[config.mk]
export PLATFORM = sky130hd
export DESIGN_NAME = regfile_multiport
export DESIGN_NICKNAME = d
export VERILOG_FILES = /design/src/rtl/regfile_multiport.sv
export SDC_FILE = /design/constraint.sdc
export NUM_CORES = 1
export LEC_CHECK = 0
export ABC_CLOCK_PERIOD_IN_PS = 7000
export CAP_MARGIN = 20
export CORE_UTILIZATION = 40
export DETAILED_ROUTE_END_ITERATION = 8
export DONT_BUFFER_PORTS = 1
export PLACE_DENSITY_LB_ADDON = 0.08
export SETUP_SLACK_MARGIN = 0.1
export SLEW_MARGIN = 20
export SYNTH_ARGS = -nofsm -noshare
export SYNTH_HDL_FRONTEND = slang
export SYNTH_SLANG_ARGS = --single-unit
[constraint.sdc]
create_clock -name clk -period 7 [get_ports clk]
set_clock_uncertainty 0.05 [all_clocks]
set_input_delay 1.05 -clock clk [delete_from_list [all_inputs] [get_ports clk]]
set_output_delay 1.05 -clock clk [all_outputs]
set_load 0.03 [all_outputs]
[src/rtl/regfile_multiport.sv]
// regfile_multiport: multi-read-port integer register file for the decode/issue
// stage. x0 reads as zero and is never busy; a per-register busy scoreboard
// tracks in-flight producers; a clearing sweep zeroes storage after reset.
// Optional feature macro: REGFILE_BYPASS_EN (write-to-read forwarding in the
// write cycle). Default build (macro undefined) reads storage only.
module regfile_multiport #(
  parameter int WIDTH    = 32,
  parameter int DEPTH    = 32,
  parameter int NUM_READ = 2,
  localparam int AW      = $clog2(DEPTH)
) (
  input  logic                      clk,
  input  logic                      rst,
  output logic                      ready,
  input  logic                      wr_en,
  input  logic [AW-1:0]             wr_addr,
  input  logic [WIDTH-1:0]          wr_data,
  input  logic                      rsv_en,
  input  logic [AW-1:0]             rsv_addr,
  input  logic [NUM_READ*AW-1:0]    rd_addr,
  output logic [NUM_READ*WIDTH-1:0] rd_data,
  output logic [NUM_READ-1:0]       rd_busy
);

  typedef enum logic {INIT = 1'b0, RUN = 1'b1} state_t;

  localparam logic [AW-1:0] LAST = AW'(DEPTH - 1);
  localparam logic [AW-1:0] ONE  = AW'(1);

  state_t            state_q, state_d;
  logic [AW-1:0]     cnt_q, cnt_d;
  logic [DEPTH-1:0]  busy_q, busy_d;
  logic [WIDTH-1:0]  mem_q [1:DEPTH-1];

  logic              mem_we;
  logic [AW-1:0]     mem_waddr;
  logic [WIDTH-1:0]  mem_wdata;
  logic              wr_hit;
  logic              rsv_hit;

  assign ready   = (state_q == RUN);
  assign wr_hit  = ready && wr_en && (wr_addr != '0);
  assign rsv_hit = ready && rsv_en && (rsv_addr != '0);

  // Sweep FSM next state: walk cnt from 1 to DEPTH-1, then enter RUN.
  always_comb begin
    state_d = state_q;
    cnt_d   = cnt_q;
    case (state_q)
      INIT: begin
        cnt_d = cnt_q + ONE;
        if (cnt_q == LAST) begin
          state_d = RUN;
        end
      end
      RUN: begin
        state_d = RUN;
      end
      default: begin
        state_d = INIT;
      end
    endcase
  end

  // Scoreboard next state: write clears, reserve sets (reserve wins on a tie).
  always_comb begin
    busy_d = busy_q;
    if (wr_hit) begin
      busy_d[wr_addr] = 1'b0;
    end
    if (rsv_hit) begin
      busy_d[rsv_addr] = 1'b1;
    end
    busy_d[0] = 1'b0;
  end

  // Control registers: FSM state, sweep counter and busy bits.
  always_ff @(posedge clk) begin
    if (rst) begin
      state_q <= INIT;
      cnt_q   <= ONE;
      busy_q  <= '0;
    end else begin
      state_q <= state_d;
      cnt_q   <= cnt_d;
      busy_q  <= busy_d;
    end
  end

  // Storage write select: the sweep owns the port during INIT.
  always_comb begin
    mem_we    = 1'b0;
    mem_waddr = wr_addr;
    mem_wdata = wr_data;
    if (state_q == INIT) begin
      mem_we    = 1'b1;
      mem_waddr = cnt_q;
      mem_wdata = '0;
    end else if (wr_hit) begin
      mem_we    = 1'b1;
    end
  end

  // Storage array (no reset; the sweep clears it). Writes in a reset cycle drop.
  always_ff @(posedge clk) begin
    if (mem_we && !rst) begin
      mem_q[mem_waddr] <= mem_wdata;
    end
  end

  // Read ports: independent combinational lookups, x0 and not-ready read zero.
  always_comb begin
    logic [AW-1:0] raddr;
    rd_data = '0;
    rd_busy = '0;
    for (int i = 0; i < NUM_READ; i++) begin
      raddr = rd_addr[i*AW +: AW];
      if (ready && (raddr != '0)) begin
        rd_data[i*WIDTH +: WIDTH] = mem_q[raddr];
        rd_busy[i]                = busy_q[raddr];
`ifdef REGFILE_BYPASS_EN
        if (wr_hit && (wr_addr == raddr)) begin
          rd_data[i*WIDTH +: WIDTH] = wr_data;
          rd_busy[i]                = rsv_en && (rsv_addr == raddr);
        end
`endif
      end
    end
  end

endmodule

==> results.ini <==
[detailed_routing]
drt_iter0_drc = 3521
route.detailed.wl_per_inst_um = 35.4
final_antenna_net_count = 0
drt_first_pass_iters = 6
viasPerCell = 6.40
remaining_drc_errors = 0
wirelength_um = 184000
dr_total_vias = 33300

[clock_network]
cts_setup_buffers = 0
cts.path.max_buffers = 3
cts_made_buffers = 116
cts.sinks = 1029
ctsResizeCount = 0
htree_levels = 3
cts_hold_buf = 0
insertion_delay_ps = 740
cts_tree = built
cts-root-buf = clkbuf_16
clk_pin_slew_ps = 60

[synth]
avgSynthCellArea_um2 = 13.8
synth_area_mm2 = 0.0494
synthCells = 3570
synth_warnings = 0
synth_seq_cells = 1029
ys_async_sr_fraction_pct = 0
yosysSeqAreaShare_pct = 61.8
synth_cell_types = 49
synth_fp_nets = 3628
synth_edf_count = 992
synthFlopType = edfxtp_1

[setup_path]
critPathMaxFanout = 272
end_kind = output pin
critPathKind = input pin to output pin
start_kind = input pin
critPathRequiredTime_ps = 5900
regToRegSetupSlack_ps = 2680
crit_arrival_ps = 4370

[finish]
fin_util_pct = 44.6
syn2layout_area_growth_pct = 10.4
fillers = 10800
fin_nets = 3536
postLayoutCellArea_mm2 = 0.0546
drive_gt1_share_pct = 9.05

[floorplan]
die_area_mm2 = 0.125
die_w_um = 353
rows = 128
core_area_mm2 = 0.122
ioPinCount = 123
die_height_um = 353
start_util_pct = 40.4

[status]
violations = slew limit
status = finished, violations left

[global_routing]
grt_pass1_wl_um = 255000
grt_max_degree = 273
use_met3_pct = 5.14
antenna_found_initial = 13
use_met2_pct = 45.5
grt_use_met1_pct = 40.0
grt_pass1_vias = 32900
grt_usage_pct = 28.9
top_usage_layer = met2
grt-ovfl-total = 0

[sta]
min_period_ps = 5470
worstMarginPinSlew_ps = 1520
tns_ps = 0
max_freq_ghz = 0.183
max_slew_margin_pct = -1.52
rsz0062_at_grt = no
hold_viol_final = 0
timing.final.crit_share_pct = 78.2
worst_slack_ps = 1530
finalMaxSlewViolations = 18
setup_violations = 0

[placement]
portBuffers = 0
placed_area_mm2 = 0.0508
place_congestion = 0.828
dp_hpwl_um = 102000
dp_slack_ps = 2410

[power]
ir_drop_mv = 0.204
power_density_mw_per_mm2 = 244
leakagePower_nw = 19.1

[job]
cap_violations = 0

[hold_path]
hp-class = input pin to flop

[final timing paths]
kind,start,to,depth (start not counted)
hold / removal,rst,busy_q[7],1
setup / recovery,rd_addr[6],rd_data[34],5
hold reg to reg,busy_q[8],busy_q[8],2
setup reg to reg,ready,mem_q[17][31],5
[critical path, stage by stage]
cell and delay [ps]:
nor2b_4 1150, buf_4 520, a22oi_1 190, nand3_1 150, nand4_1 580
[power breakdown]
group          switching, mW  internal, mW  total [mW]
registers             0.0227          6.71        6.73
logic                  0.391         0.266       0.657
clock network           2.51          3.41        5.91
[stage by stage]
step | cells | power (mW) | hold WS (ps)
after global routing | 5197 | 13.6 | 314
after global placement | 4982 | 7.48 | 422
after detailed placement | 4984 | 7.49 | 429
after CTS | 5195 | 13.3 | 284
final | 5202 | 13.3 | 318
after floorplan | 3570 | 7.42 | 410
[cell type report]
| class | instances | area [µm²] | share of cell area [%] |
|---|---|---|---|
| flip-flops and latches | 1029 | 30500 | 56.0 |
| diodes | 6 | 15.0 | 0.0275 |
| well taps | 1625 | 2030 | 3.73 |
| clock inverters | 64 | 465 | 0.853 |
| multi-input cells | 2260 | 17800 | 32.5 |
| repair buffers | 70 | 571 | 1.05 |
| inverters | 1 | 3.75 | 0.00688 |
| clock buffers | 147 | 3190 | 5.84 |
[cell usage in the layout (no fill, tap or decap), drive strengths merged, types with 51 or more instances in the layout]
master  synthesis  final
a21oi         137    137
a22oi         332    332
buf           157     70
clkbuf        123    147
clkinv          0     51
edfxtp        992    992
mux2i         987    987
nand2         144    144
nand3         180    180
nand4          89     89
nor2           60     60
o21ai         160    160
o22ai          65     65
[sequential cells by signal (all words and copies together), names as in the netlist]
name and count:
ready 1, busy_q 31, cnt_q 5, mem_q 992
[cells in the mapped netlist (59+ instances only)]
| cell | n | area (µm²) |
|---|---|---|
| a21oi_1 | 137 | 686 |
| a22oi_1 | 332 | 2490 |
| buf_2 | 63 | 315 |
| clkbuf_1 | 120 | 450 |
| edfxtp_1 | 992 | 29800 |
| mux2i_1 | 987 | 9880 |
| nand2_1 | 144 | 541 |
| nand3_1 | 180 | 901 |
| nand4_1 | 89 | 557 |
| nor2_1 | 59 | 221 |
| o21ai_0 | 97 | 485 |
| o21ai_1 | 63 | 315 |
| o22ai_1 | 65 | 407 |
[metal layers]
metal	share of wire (%)	up-vias
met5	0	-
met4	3.6	0
met3	8.2	334
met2	46	1689
met1	42	17300
li1	-	14000
[cell families after synthesis]
logic type	synth area share, %
AND/OR/NAND/NOR	5.59
XOR/XNOR	0.0355
multiplexers	20.2
adder cells (fa/ha/maj)	0.0506
buffers and inverters	3.26
AO/OA/AOI/OAI	9.09
flip-flops	61.8
Power figures use the tool's default switching activity.
